### config.mk
export PLATFORM = sky130hd
export DESIGN_NAME = mem_arbiter
export DESIGN_NICKNAME = d
export VERILOG_FILES = /design/src/rtl/mem_arbiter.sv
export SDC_FILE = /design/constraint.sdc
export NUM_CORES = 1
export LEC_CHECK = 0
export BUFFER_PORTS_ARGS = -buffer_cell sky130_fd_sc_hd__clkbuf_2
export CAP_MARGIN = 10
export CORE_MARGIN = 8
export CORE_UTILIZATION = 42
export CTS_BUF_LIST = sky130_fd_sc_hd__clkbuf_16
export CTS_CLUSTER_SIZE = 24
export DETAILED_ROUTE_END_ITERATION = 10
export GPL_ROUTABILITY_DRIVEN = 0
export PLACE_DENSITY = 0.76
export SYNTH_ARGS = -nofsm -noshare
export SYNTH_HDL_FRONTEND = slang
export SYNTH_SLANG_ARGS = --single-unit
### constraint.sdc
create_clock -name clk -period 2.05 [get_ports clk]
set_input_delay 0.1025 -clock clk [delete_from_list [all_inputs] [get_ports clk]]
set_output_delay 0.1025 -clock clk [all_outputs]
set_load 0.02 [all_outputs]
### src/rtl/mem_arbiter.sv
// Two-port (CPU/DMA) memory arbiter with fixed-length accesses.
// The CPU has priority; a starvation counter forces a DMA grant after STARVE_MAX consecutive CPU wins.
module mem_arbiter #(
    parameter int unsigned MEM_LAT    = 5,
    parameter int unsigned STARVE_MAX = 4
) (
    input  logic        clk,
    input  logic        reset,
    input  logic        cpu_req,
    input  logic        cpu_we,
    input  logic [15:0] cpu_addr,
    input  logic [15:0] cpu_wdata,
    output logic [15:0] cpu_rdata,
    output logic        cpu_r,
    input  logic        dma_req,
    input  logic        dma_we,
    input  logic [15:0] dma_addr,
    input  logic [15:0] dma_wdata,
    output logic [15:0] dma_rdata,
    output logic        dma_ack,
    output logic        mem_en,
    output logic        mem_we,
    output logic [15:0] mem_addr,
    output logic [15:0] mem_wdata,
    input  logic [15:0] mem_rdata,
    output logic        busy
);

    localparam int unsigned DW = 16;
    localparam int unsigned CW = 4;
    localparam logic [CW-1:0] LAT_M1     = CW'(MEM_LAT - 1);
    localparam logic [CW-1:0] STARVE_LIM = CW'(STARVE_MAX);

    typedef enum logic [1:0] {
        IDLE   = 2'd0,
        ACCESS = 2'd1,
        DONE   = 2'd2
    } state_e;

    state_e          state_q, state_d;
    logic [CW-1:0]   cnt_q, cnt_d;
    logic [CW-1:0]   starve_q, starve_d;
    logic            id_q, id_d;
    logic            we_q, we_d;
    logic [DW-1:0]   addr_q, addr_d;
    logic [DW-1:0]   wdata_q, wdata_d;
    logic [DW-1:0]   cpu_rdata_q, cpu_rdata_d;
    logic [DW-1:0]   dma_rdata_q, dma_rdata_d;
    logic            cpu_r_q, cpu_r_d;
    logic            dma_ack_q, dma_ack_d;
    logic            mem_en_q, mem_en_d;
    logic            mem_we_q, mem_we_d;
    logic            busy_q, busy_d;
    logic            dma_win;

    // DMA takes the grant when the CPU is quiet or has starved it long enough
    assign dma_win = dma_req && (!cpu_req || (starve_q == STARVE_LIM));

    always_ff @(posedge clk or negedge reset) begin
        if (!reset) begin
            state_q     <= IDLE;
            cnt_q       <= '0;
            starve_q    <= '0;
            id_q        <= 1'b0;
            we_q        <= 1'b0;
            addr_q      <= '0;
            wdata_q     <= '0;
            cpu_rdata_q <= '0;
            dma_rdata_q <= '0;
            cpu_r_q     <= 1'b0;
            dma_ack_q   <= 1'b0;
            mem_en_q    <= 1'b0;
            mem_we_q    <= 1'b0;
            busy_q      <= 1'b0;
        end else begin
            state_q     <= state_d;
            cnt_q       <= cnt_d;
            starve_q    <= starve_d;
            id_q        <= id_d;
            we_q        <= we_d;
            addr_q      <= addr_d;
            wdata_q     <= wdata_d;
            cpu_rdata_q <= cpu_rdata_d;
            dma_rdata_q <= dma_rdata_d;
            cpu_r_q     <= cpu_r_d;
            dma_ack_q   <= dma_ack_d;
            mem_en_q    <= mem_en_d;
            mem_we_q    <= mem_we_d;
            busy_q      <= busy_d;
        end
    end

    always_comb begin
        state_d     = state_q;
        cnt_d       = cnt_q;
        starve_d    = starve_q;
        id_d        = id_q;
        we_d        = we_q;
        addr_d      = addr_q;
        wdata_d     = wdata_q;
        cpu_rdata_d = cpu_rdata_q;
        dma_rdata_d = dma_rdata_q;

        unique case (state_q)
            IDLE: begin
                if (cpu_req || dma_req) begin
                    id_d    = dma_win;
                    we_d    = dma_win ? dma_we    : cpu_we;
                    addr_d  = dma_win ? dma_addr  : cpu_addr;
                    wdata_d = dma_win ? dma_wdata : cpu_wdata;
                    cnt_d   = LAT_M1;
                    state_d = ACCESS;
                    if (dma_win) begin
                        starve_d = '0;
                    end else if (dma_req && (starve_q < STARVE_LIM)) begin
                        starve_d = starve_q + CW'(1);
                    end
                end
            end
            ACCESS: begin
                if (cnt_q == '0) begin
                    if (!we_q) begin
                        if (id_q) dma_rdata_d = mem_rdata;
                        else      cpu_rdata_d = mem_rdata;
                    end
                    state_d = DONE;
                end else begin
                    cnt_d = cnt_q - CW'(1);
                end
            end
            DONE:    state_d = IDLE;
            default: state_d = IDLE;
        endcase

        // Registered strobes are decoded from the state being entered
        mem_en_d  = (state_d == ACCESS);
        mem_we_d  = (state_d == ACCESS) && we_d;
        cpu_r_d   = (state_d == DONE) && !id_d;
        dma_ack_d = (state_d == DONE) && id_d;
        busy_d    = (state_d != IDLE);
    end

    assign cpu_rdata = cpu_rdata_q;
    assign dma_rdata = dma_rdata_q;
    assign cpu_r     = cpu_r_q;
    assign dma_ack   = dma_ack_q;
    assign mem_en    = mem_en_q;
    assign mem_we    = mem_we_q;
    assign mem_addr  = addr_q;
    assign mem_wdata = wdata_q;
    assign busy      = busy_q;

endmodule
# --- Yosys cells after proc, flatten, opt, wreduce, memory -nomap -nowiden ---
# Cells that the tools add are included.
# Widths: inputs -> output; s select.
word_totals:
  register_bits: 81
  inputBits: 86
  out_inout_bits: 69
  elab_cells: 59
classes:
  n_addsub: 2
  order_cmp: 1
  n_eq_ne: 6
  muxes: 15
  bitwise_logic: 2
  n_reduce_logical: 19
op_table:
  columns: ["op", "n"]
  rows:
  - ["$mux 16", 2]
  - ["$mux 4", 4]
  - ["$pmux 4 s2", 1]
  - ["$reduce_and 4->1", 2]
  - ["$reduce_and 3->1", 2]
  - ["$reduce_bool 2->1", 3]
  - ["$logic_and 1x1->1", 5]
  - ["$mux 1", 5]
  - ["$add 4x1->4 const B", 1]
  - ["$eq 2x1->1 const B", 2]
  - ["$eq 4x3->1 const B", 1]
  - ["$logic_not 4->1", 1]
  - ["$lt 4x3->1 const B", 1]
  - ["$mux 2", 2]
  - ["$ne 2x2->1 const B", 2]
  - ["$pmux 2 s2", 1]
  - ["$sub 4x1->4 const B", 1]
  - ["$eq 2x2->1 const B", 1]
  - ["$logic_not 1->1", 2]
  - ["$logic_not 2->1", 1]
  - ["$logic_or 1x1->1", 2]
  - ["$not 1->1", 2]
  - ["$reduce_and 2->1", 1]

# --- Logic depth before layout (Yosys ltp) ---
# Gate-level depths: netlist of run 1.
depth:
  ltp_word: 7
  ltp_mapped: 8
  depth_no_buf: 6

# --- Worst setup path before layout of run 1 ---
# OpenSTA, ideal clock, no wires.
synth_path:
  kind: "reg2reg"
  start: "reg cnt_q[0]"
  end: "reg cpu_rdata_q[10] (netlist: cpu_rdata[10])"
  setup_ps: 125
  t_arrival_ps: 1830
  required_ps: 1925
  slack_ps: 96
  stages_incl_launch_ff: 7
  path_buffers: 1
  period_less_slack_ps: 1954
  path_cell_list: "dfrtp_1 -> inv_1 -> ha_1 -> or3b_4 -> nor4_4 -> buf_6 -> mux2_2"
synth_between:
  elab_chain_len: 2
synth_lines:
  columns: ["element", "line", "rtl"]
  rows:
  - ["start, declared", "41", "logic [CW-1:0] cnt_q, cnt_d;"]
  - ["start signal, assigned", "77", "cnt_q <= cnt_d;"]
  - ["$logic_not 4->1", "121", "if (cnt_q == '0) begin"]
  - ["$reduce_and 4->1 (no source line)", null, null]
  - ["end signal, assigned", "83", "cpu_rdata_q <= cpu_rdata_d;"]
  - ["end, declared", "47", "logic [DW-1:0] cpu_rdata_q, cpu_rdata_d;"]
# Every way passes these cells.
# A chain may end at the register's enable or synchronous reset.

# --- Final worst setup path of run 1 ---
layout_path:
  start: "reg cnt_q[0]"
  end: "reg cpu_rdata_q[15] (netlist: cpu_rdata[15])"
# The elaborated chain is that of the path after synthesis.

==> impl_results.md, run 1 <==
- Outcome: completed
- Final Max Slew Viols: 0
- Sequential-to-total area share from yosys stat: 59.8%
- Syn_nets: 403
- RR Endpoint: cpu_rdata[15]
- Diode count: 0
- Yosys warning total: 0
- Critical path type: reg -> reg
- Met3 usage: 5.85%
- Area leader, netlist: dfrtp_1
- CTS root buffer: clkbuf_16
- Hold Path End: mem_addr[9]
- CTS Buffer Depth: 2
- Worst VDD drop: 553 uV
- EDFF count, synth: 0
- Initial core utilization: 43.7%
- Hold Crit Class: in -> reg
- Synth Instances: 314
- Initial DRC Count: 109
- CP Max Fanout: 16
- Clock slew at reported path FFs: 0.06 ns
- Commonest non-fill, non-tap cell in the layout: clkbuf_2
- Skew final: 0.00686 ns
- GRT Total Usage: 17.6%
- DRC: 0
- Grt met2 use: 29.6%
- H-tree levels: 3
- Wirelength per Cell: 16.1 um
- Post-DP HPWL: 6950 um
- Cell Area, Synth: 3390 um2
- Chip Width: 106 um
- Setup WS pre-CTS: 0.105 ns
- Syn Area/Cell: 10.8 um2
- Worst Path Buf+Inv: 2
- Crit-path cells: inv_1, ha_1, or3b_4, nor4_4, buf_12, mux2_2
- Vias: 3060
- Row count: 32
- Max-Cap Viols: 0
- Commonest cells after routing, fill and taps aside: 153 x clkbuf_2, 81 x dfrtp_1, 66 x a21oi_1
- Antenna violations before repair: 0
- Postcts setup bufs: 0
- CORE AREA: 7770 um2
- Vias/cell: 5.07
- Pleak: 2.45 nW
- Power Dens Cells: 1620 nW/um2
- CP top delay family: simple AND/OR/NAND/NOR gates
- Worst reg2reg path startpoint: cnt_q[0]
- Final setup fails: 0
- #FFs+latches synth: 81
- Die H: 106 um
- Setup TNS: 0 ns
- Top_reg_cell synth: dfrtp_1
- Top cell type's share of synthesized area: 59.8%
- Layout cells sized above 1: 42.7%
- Hold Path Depth: 3
- Hold path start: cpu_addr[9]
- First-pass GRT wire length: 16100 um
- Busiest grt layer: met2
- Highest Clock Rate: 526 MHz
- Critical path launch point type: register
- ANT nets after route: 0
- Area grow syn2layout: 44.4%
- Asr flop ratio synth: 100%
- CTS buffer count: 9
- Gr ovfl total: 0
- Die area: 11200 um2
- Required @ worst endpoint: 2.25 ns
- Min setup slack post-route: 0.148 ns
- CTS tree: built
- Critical Path AT: 2.11 ns
- Critical Path Sink Type: register
- Number of fill cells: 660
- R2R depth: 6
- RSZ-0062 raised after global routing: false
- Largest cells by area after synthesis: dfrtp_1 60%, mux2_2 11%, a21oi_1 9.7%
- GR Util met1: 20.5%
- Distinct cells, synth: 33
- I/O pin cnt: 155
- Post-Route WL: 9730 um
- Pin count of the biggest net entering global routing: 49
- Slowest CP cell: or3b_4
- Max stage delay on crit path: 0.42 ns
- Max-slew headroom: 28.6%
- Drt first pass iters: 4
- Final Cycle Share: 92.8%
- NumNets Final: 585
- Slew @ Worst Pin: 1.07 ns
- Sinks on Clock Net: 81
- Fin. Hold Viols: 0
- Number of global-route vias before repair: 3302
- PortBufs: 154
- Reg2reg setup slack: 0.15 ns
- Min Tclk post-route: 1.90 ns
- Clk_lat worst skew: 0.32 ns
-- area by class of cell --
class	count	area, um2	area share [%]
clock buffer	9	225	4.60
timing repair buffer	188	1140	23.2
inverter	6	22.5	0.460
multi-input combinational	210	1280	26.2
sequential	81	2030	41.4
clock inverter	7	78.8	1.61
tap	102	128	2.61
-- state kept, by name, summed over array words and instances (netlist names) --
signal	cells
dma_ack	1
mem_we	1
dma_rdata	16
state_q	2
mem_en	1
we_q	1
cnt_q	4
mem_addr	16
cpu_rdata	16
starve_q	4
mem_wdata	16
cpu_r	1
id_q	1
busy	1
-- worst max path at each step --
stage | slack [ns] | start | end | cells past startpoint
3_3_place_gp | 0.19 | cnt_q[0] | dma_rdata[10] | 6
4_1_cts | 0.09 | cnt_q[0] | dma_rdata[5] | 6
2_1_floorplan | 0.1 | cnt_q[0] | cpu_rdata[10] | 6
5_1_grt | 0.07 | cnt_q[0] | cpu_rdata[15] | 6
3_5_place_dp | 0.10 | cnt_q[0] | dma_rdata[12] | 6
6_report | 0.15 | cnt_q[0] | cpu_rdata[15] | 6
-- power breakdown --
| part | internal (mW) | switching, mW |
|---|---|---|
| clock network | 0.953 | 0.644 |
| registers | 2.39 | 0.476 |
| logic | 1.32 | 2.14 |
| total | 4.66 | 3.26 |
-- synthesized netlist by cell type, drive strengths merged, types with 2 or more instances --
library cell  count
nand3             3
buf               4
mux2i             2
nor3              4
nor2             35
dfrtp            81
clkbuf           13
o21ai             5
ha                3
inv               6
o21a              2
a21oi            66
a31oi             2
mux2             33
nand2            42
-- per-stage QoR --
step | std cells | utilization [%] | hold WS [ns] | power (mW) | area [um2]
after floorplan | 314 | - | -0.193 | 5.02 | 3390
after global placement | 559 | 55.5 | 0.0705 | 6.20 | 4310
after detailed placement | 559 | 55.5 | 0.0762 | 6.32 | 4310
after CTS | 603 | 63.0 | 0.00139 | 8.00 | 4890
after global routing | 603 | 63.1 | 0.00751 | 8.48 | 4900
final | 603 | 63.1 | 0.0119 | 7.92 | 4900
-- timing repair --
item                                   CTS  global route
gates resized for setup                  0             1
setup endpoints to repair                0             9
endpoints found under the hold margin   60             0
hold buffers                            28             0
-- tightest hold or removal path, cell delays in order --
cell and delay, ns:
clkbuf_2 0.08, nand2_1 0.06, a21oi_1 0.05
-- kinds of logic (layout without fill, tap and decap cells) --
family,Yosys count,count (layout),synth area share [%]
and+or+nand+nor,91,91,11.8
DFF,81,81,59.8
AOI/OAI and AO/OA,80,80,12.5
muxes,35,35,11.5
buffers and inverters,23,210,3.06
adders and majority gates,3,3,1.11
xor gates and xnor gates,1,1,0.258
-- routing by layer --
layer | vias up | share of wire (%)
li1 | 1445 | -
met1 | 1477 | 42
met2 | 124 | 48
met3 | 14 | 7.9
met4 | 0 | 1.8
met5 | - | 0
No activity file was read; power rests on OpenSTA's default activity.
==> inputs of run 2 (changes only) <==
--- a/config.mk
+++ b/config.mk
@@ -13,6 +13,7 @@
 export CTS_CLUSTER_SIZE = 24
 export DETAILED_ROUTE_END_ITERATION = 10
 export GPL_ROUTABILITY_DRIVEN = 0
+export GPL_TIMING_DRIVEN = 0
 export PLACE_DENSITY = 0.76
 export SYNTH_ARGS = -nofsm -noshare
 export SYNTH_HDL_FRONTEND = slang
==> constraint.sdc (replaced) <==
create_clock -name clk -period 2.05 [get_ports clk]
set_input_delay 0.41 -clock clk [delete_from_list [all_inputs] [get_ports clk]]
set_output_delay 0.41 -clock clk [all_outputs]
set_load 0.02 [all_outputs]
==> run 2 against run 1 <==
Effect of this change:
- die area stayed put
- hold slack better by 0.077 ns
- largest cell class unchanged
- sequential share of layout area is 1.3 points higher
- register-to-register slack got worse by 0.18 ns
- largest power group unchanged
- clock-buffer cell count stayed put
- first-iteration DRC count fell by 17%
- cell area shrank 3.1%
- the flow now finishes with violations (negative setup slack)
==> impl_results.md, run 2 (same netlist as run 1, synthesis figures left out) <==
- Vias/cell: 5.06 (-0.22%)
- CORE AREA: 7770 um2 (unchanged)
- Highest Clock Rate: 480 MHz (-8.7%)
- Sw power: 3.28 mW (+0.51%)
- CTS tree: built
- Clk_lat worst skew: 0.33 ns (about the same)
- Min setup slack post-route: -0.0334 ns (-0.181 ns)
- Setup WS pre-CTS: -0.167 ns (-0.272 ns)
- CP startpoint: cnt_q[1]
- Clock Power Share: 19.4% (-0.8 points)
- Commonest non-fill, non-tap cell in the layout: clkbuf_2
- Area grow syn2layout: 39.9%
- RSZ-0062 raised after global routing: true
- Die area: 11200 um2 (unchanged)
- CTS Buffer Depth: 2 (unchanged)
- Power Dens Cells: 1680 nW/um2 (+3.8%)
- Chip Width: 106 um (unchanged)
- Diode count: 0 (unchanged)
- NumNets Final: 580 (-0.85%)
- Max-slew headroom: 58.2% (+30 points)
- Outcome: complete, but fails checks
- Critical Path AT: 2.29 ns (+0.18 ns)
- Clock slew at reported path FFs: 0.06 ns (about the same)
- DRC: 0 (unchanged)
- Skew final: 0.00682 ns (-0.0000461 ns)
- Critical path launch point type: register
- Pleak: 2.44 nW (-0.61%)
- Final Max Slew Viols: 0 (unchanged)
- Vias: 3028 (-1.0%)
- Initial DRC Count: 91 (-17%)
- Worst VDD drop: 726 uV (+31%)
- Slew @ Worst Pin: 0.622 ns (-0.444 ns)
- GRT Total Usage: 17.3% (-0.38 points)
- Final Cycle Share: 102% (+8.8 points)
- Failing checks: negative setup slack
- Critical Path Sink Type: register
- Post-Route WL: 9830 um (+1.0%)
- Drt first pass iters: 4 (unchanged)
- I/O pin cnt: 155 (unchanged)
- Setup TNS: -0.104 ns (-0.104 ns)
- Required @ worst endpoint: 2.26 ns (about the same)
- Sw Ratio: 41.1% (about the same)
- Final setup fails: 6 (+6)
- Initial core utilization: 43.7% (unchanged)
- H-tree levels: 3 (unchanged)
- Fin. Hold Viols: 0 (unchanged)
- Commonest cells after routing, fill and taps aside: 160 x clkbuf_2, 81 x dfrtp_1, 66 x a21oi_1
- Int Power: 4.69 mW (+0.63%)
- ANT nets after route: 0 (unchanged)
- Pin count of the biggest net entering global routing: 43 (-12%)
- Number of global-route vias before repair: 3159 (-4.3%)
- Wirelength per Cell: 16.4 um (+1.9%)
- Min Tclk post-route: 2.08 ns (+0.181 ns)
- Layout cells sized above 1: 46.2% (+3.5 points)
- Number of fill cells: 657 (-0.45%)
- Sinks on Clock Net: 81 (unchanged)
- Hold_ws: 0.0892 ns (+0.0772 ns)
- PortBufs: 154 (unchanged)
- Comb power frac: 44.6% (+1.0 points)
- Die H: 106 um (unchanged)
- Critical path type: reg -> reg
- Antenna violations before repair: 0 (unchanged)
- Row count: 32 (unchanged)
- Post-DP HPWL: 7320 um (+5.2%)
- Max-Cap Viols: 0 (unchanged)
- CP Max Fanout: 5 (-11)
- CTS root buffer: clkbuf_16
- CTS hold repair buffers: 0 (-100%)
- Hold Crit Class: in -> async
- First-pass GRT wire length: 15800 um (-2.1%)
- CTS buffer count: 9 (unchanged)
- Part of the power in registers: 36.0% (-0.2 points)
- Worst reg2reg path startpoint: cnt_q[1]
- Gr ovfl total: 0 (unchanged)
[run 2: changes by cell type in the layout (fill, tap and decap cells not counted), sizes merged]
| cell | before | now |
|---|---|---|
| buf | 7 | 15 |
| clkinvlp | 3 | 1 |
| clkinv | 1 | 3 |
| clkbuf | 162 | 177 |
| dlygate4sd3 | 28 | 0 |
[run 2: worst paths after layout]
path	end	slack, ns	cells past startpoint
worst max-delay path	dma_rdata[7]	-0.03	8
worst min-delay path	cpu_rdata[5]	0.09	1
worst max register to register	dma_rdata[7]	-0.03	8
worst min register to register	cpu_rdata[11]	0.51	1
max in group asynchronous	mem_wdata[10]	1.35	2
min in group clk	mem_addr[12]	0.29	3
[run 2: stage by stage]
| stage | total power [mW] | instance area, um2 | std cells | utilization, % |
|---|---|---|---|---|
| 6_report | 7.96 | 4750 | 598 | 61.1 |
| 3_3_place_gp | 6.18 | 4290 | 570 | 55.2 |
| 3_5_place_dp | 6.31 | 4310 | 571 | 55.5 |
| 5_1_grt | 8.53 | 4750 | 598 | 61.1 |
| 2_1_floorplan | 5.02 | 3390 | 314 | - |
| 4_1_cts | 7.92 | 4650 | 592 | 59.9 |
[run 2: power groups by stage]
stage	clock network (mW)	registers (mW)	logic, mW
after floorplan	0	3.65	1.38
after global placement	0	2.83	3.35
after detailed placement	0	2.86	3.45
after CTS	1.58	2.84	3.50
after global routing	1.66	2.96	3.91
final	1.55	2.86	3.55
[run 2: final cells by class]
class                      instances  area (um2)  share of cell area, %
buffer                            17        93.8                   1.98
clock buffer                       9         225                   4.74
clock inverter                     7        63.8                   1.34
inverter                           6        22.5                  0.474
multi-input combinational        210        1280                   26.9
sequential                        81        2030                   42.7
tap                              102         128                   2.69
timing repair buffer             166         908                   19.1
[run 2: critical path, cell delays in order, from the launching register on]
cell       delay [ns]
dfrtp_1          0.40
inv_1            0.07
ha_2             0.17
or3b_4           0.41
buf_6            0.14
nor3_4           0.20
nand2_4          0.11
clkbuf_16        0.18
mux2_2           0.27
[run 2: routing by layer]
layer	up-vias	track usage (%)	share of wire (%)
met1	1445	21.0	41
met5	-	0	0
met3	19	5.85	8.4
met4	0	7.54	2.6
li1	1430	-	-
met2	134	27.2	48
[run 2: what timing repair did]
action | CTS | global route
endpoints found under the hold margin | 0 | 0
gates resized for setup | 4 | 20
cloned | 1 | 1
setup endpoints to repair | 40 | 59
setup buffers | 4 | 5
pin swaps | 1 | 3
==> inputs of run 3 (changes only) <==
--- a/config.mk
+++ b/config.mk
@@ -7,14 +7,16 @@
 export LEC_CHECK = 0
 export BUFFER_PORTS_ARGS = -buffer_cell sky130_fd_sc_hd__clkbuf_2
 export CAP_MARGIN = 10
+export CELL_PAD_IN_SITES_DETAIL_PLACEMENT = 1
+export CELL_PAD_IN_SITES_GLOBAL_PLACEMENT = 1
 export CORE_MARGIN = 8
-export CORE_UTILIZATION = 42
+export CORE_UTILIZATION = 31
 export CTS_BUF_LIST = sky130_fd_sc_hd__clkbuf_16
 export CTS_CLUSTER_SIZE = 24
 export DETAILED_ROUTE_END_ITERATION = 10
 export GPL_ROUTABILITY_DRIVEN = 0
 export GPL_TIMING_DRIVEN = 0
-export PLACE_DENSITY = 0.76
+export PLACE_DENSITY_LB_ADDON = 0.2
 export SYNTH_ARGS = -nofsm -noshare
 export SYNTH_HDL_FRONTEND = slang
 export SYNTH_SLANG_ARGS = --single-unit
==> run 3 against run 2 <==
Effect of this change:
- the run still ends with negative setup slack left
- clock skew hardly changed
- via count barely moved
- routed wire length up 8.4%
- first-iteration DRC count up 12%
- hold slack worse by 0.014 ns
- final cell count grew 6.2%
- global-route usage is 2.6 points lower
==> impl_results.md, run 3 (same netlist as run 1, synthesis figures left out) <==
- Outcome: complete, but fails checks
- Failing checks: negative setup slack
- Pin count of the biggest net entering global routing: 48 (+12%)
- Clock slew at reported path FFs: 0.06 ns (about the same)
- Layout cells sized above 1: 46.3% (+0.093 points)
- Clock Power Share: 19.0% (-0.4 points)
- Commonest non-fill, non-tap cell in the layout: clkbuf_2
- Dpl cells: 609 (+6.7%)
- Gr ovfl total: 0 (unchanged)
- Sw Ratio: 41.0% (-0.094 points)
- Final Max Slew Viols: 0 (unchanged)
- Met2 wire len: 4750 um (-0.19%)
- Pleak: 2.44 nW (+0.33%)
- Worst VDD drop: 574 uV (-21%)
- NumNets Final: 580 (unchanged)
- Comb power frac: 45.1% (+0.5 points)
- Row count: 38 (+19%)
- CORE AREA: 10700 um2 (+38%)
- Highest Clock Rate: 482 MHz (+0.48%)
- Area grow syn2layout: 41.6%
- Initial core utilization: 31.6% (-12 points)
- Fin cells: 635 (+6.2%)
- Critical path launch point type: register
- Critical Path Sink Type: register
- Diode count: 0 (unchanged)
- WL met1: 4770 um (+19%)
- Final setup fails: 20 (+14)
- ANT nets after route: 0 (unchanged)
- Reg2reg setup slack: -0.02 ns (about the same)
- Initial DRC Count: 102 (+12%)
- Top Layer Used: met4
- DR WL met3: 1010 um (+22%)
- Sinks on Clock Net: 81 (unchanged)
- Required @ worst endpoint: 2.25 ns (about the same)
- PortBufs: 154 (unchanged)
- CTS buffer count: 9 (unchanged)
- Commonest cells after routing, fill and taps aside: 159 x clkbuf_2, 81 x dfrtp_1, 66 x a21oi_1
- Vias/cell: 4.76 (-5.9%)
- Worst reg2reg path startpoint: cnt_q[1]
- CTS Buffer Depth: 2 (unchanged)
- Fin. Hold Viols: 0 (unchanged)
- Min setup slack post-route: -0.0234 ns (+0.00997 ns)
- Int Power: 4.71 mW (+0.45%)
- Clk_lat worst skew: 0.32 ns (about the same)
- Setup TNS: -0.228 ns (-0.124 ns)
- Chip Width: 121 um (+14%)
- Vias: 3025 (-0.099%)
- Hold Crit Class: in -> async
- Skew final: 0.00708 ns (+0.000260 ns)
- Wirelength per Cell: 16.8 um (+2.0%)
- Critical Path AT: 2.28 ns (about the same)
- Die area: 14500 um2 (+30%)
- Drt first pass iters: 4 (unchanged)
- Area after DPL: 4370 um2 (+1.3%)
- Sw power: 3.28 mW (about the same)
- CP startpoint: cnt_q[1]
- Slew @ Worst Pin: 0.601 ns (-0.0207 ns)
- Die H: 121 um (+14%)
- R2R depth: 6 (-2)
- Final Cycle Share: 101% (-0.49 points)
- Min Tclk post-route: 2.07 ns (-0.00997 ns)
- CTS hold repair buffers: 0 (unchanged)
- H-tree levels: 3 (unchanged)
- Power Dens Cells: 1660 nW/um2 (-0.88%)
- Part of the power in registers: 36.0% (about the same)
- Post-Route WL: 10700 um (+8.4%)
- RSZ-0062 raised after global routing: true
- I/O pin cnt: 155 (unchanged)
- Max-Cap Viols: 0 (unchanged)
- CTS root buffer: clkbuf_16
- CP Max Fanout: 10 (+5)
- Critical path type: reg -> reg
- Final instance area: 4800 um2 (+1.2%)
- Hold_ws: 0.0753 ns (-0.0138 ns)
- Antenna violations before repair: 0 (unchanged)
- Number of global-route vias before repair: 3322 (+5.2%)
- Max-slew headroom: 59.6% (+1.4 points)
- First-pass GRT wire length: 17300 um (+9.3%)
- DRC: 0 (unchanged)
- Post-DP HPWL: 8120 um (+11%)
- CTS tree: built
- GRT Total Usage: 14.7% (-2.6 points)
## run 3: changes by cell type in the layout (fill, tap and decap cells not counted), sizes merged
cell      before  now
clkinv         3    4
inv            8    7
clkinvlp       1    0
## run 3: worst max-delay path, stage by stage, from the launching register on
cell,delay [ns]
dfrtp_1,0.39
inv_2,0.06
ha_2,0.17
or3b_4,0.41
nor4_4,0.35
buf_6,0.21
mux2_2,0.35
## run 3: what timing repair did
item                                    CTS  global route
pin swaps                                 1             2
cloned                                    0             1
gates resized for setup                   7            21
buffers inserted                          4             6
endpoints found under the setup margin   41            53
## run 3: final cells by class
cell class	instances	area, um2
Clock inverter	6	51.3
Multi-Input combinational cell	210	1300
Fill cell	1272	5940
Timing Repair Buffer	166	901
Clock buffer	9	225
Buffer	17	100
Sequential cell	81	2030
Tap cell	140	175
Inverter	6	22.5
## run 3: power by group through the flow
stage          clock network, mW  logic (mW)  registers (mW)
6_report                    1.52        3.60            2.87
5_1_grt                     1.64        3.96            2.99
4_1_cts                     1.58        3.58            2.87
3_5_place_dp                   0        3.50            2.89
3_3_place_gp                   0        3.41            2.85
2_1_floorplan                  0        1.38            3.65
## run 3: path summary, 6_finish.rpt
check | to
max in group asynchronous | mem_wdata[10]
setup reg to reg | cpu_rdata[6]
setup / recovery | cpu_rdata[6]
hold reg to reg | cpu_rdata[13]
min in group clk | mem_wdata[9]
hold / removal | cpu_rdata[0]
## run 3: stage by stage
step / util [%] / setup slack (ns) / power, mW
global route: 44.7 / -0.104 / 8.59
detailed placement: 40.6 / -0.223 / 6.39
CTS: 43.7 / -0.0257 / 8.02
finish: 44.7 / -0.0234 / 7.99
floorplan: - / 0.0956 / 5.02
global placement: 40.4 / -0.342 / 6.26
## run 3: routing by layer
metal,vias to the layer above,GRT usage [%]
met4,0,5.46
met3,11,5.59
met2,118,22.3
met5,-,0
met1,1474,18.5
li1,1422,-
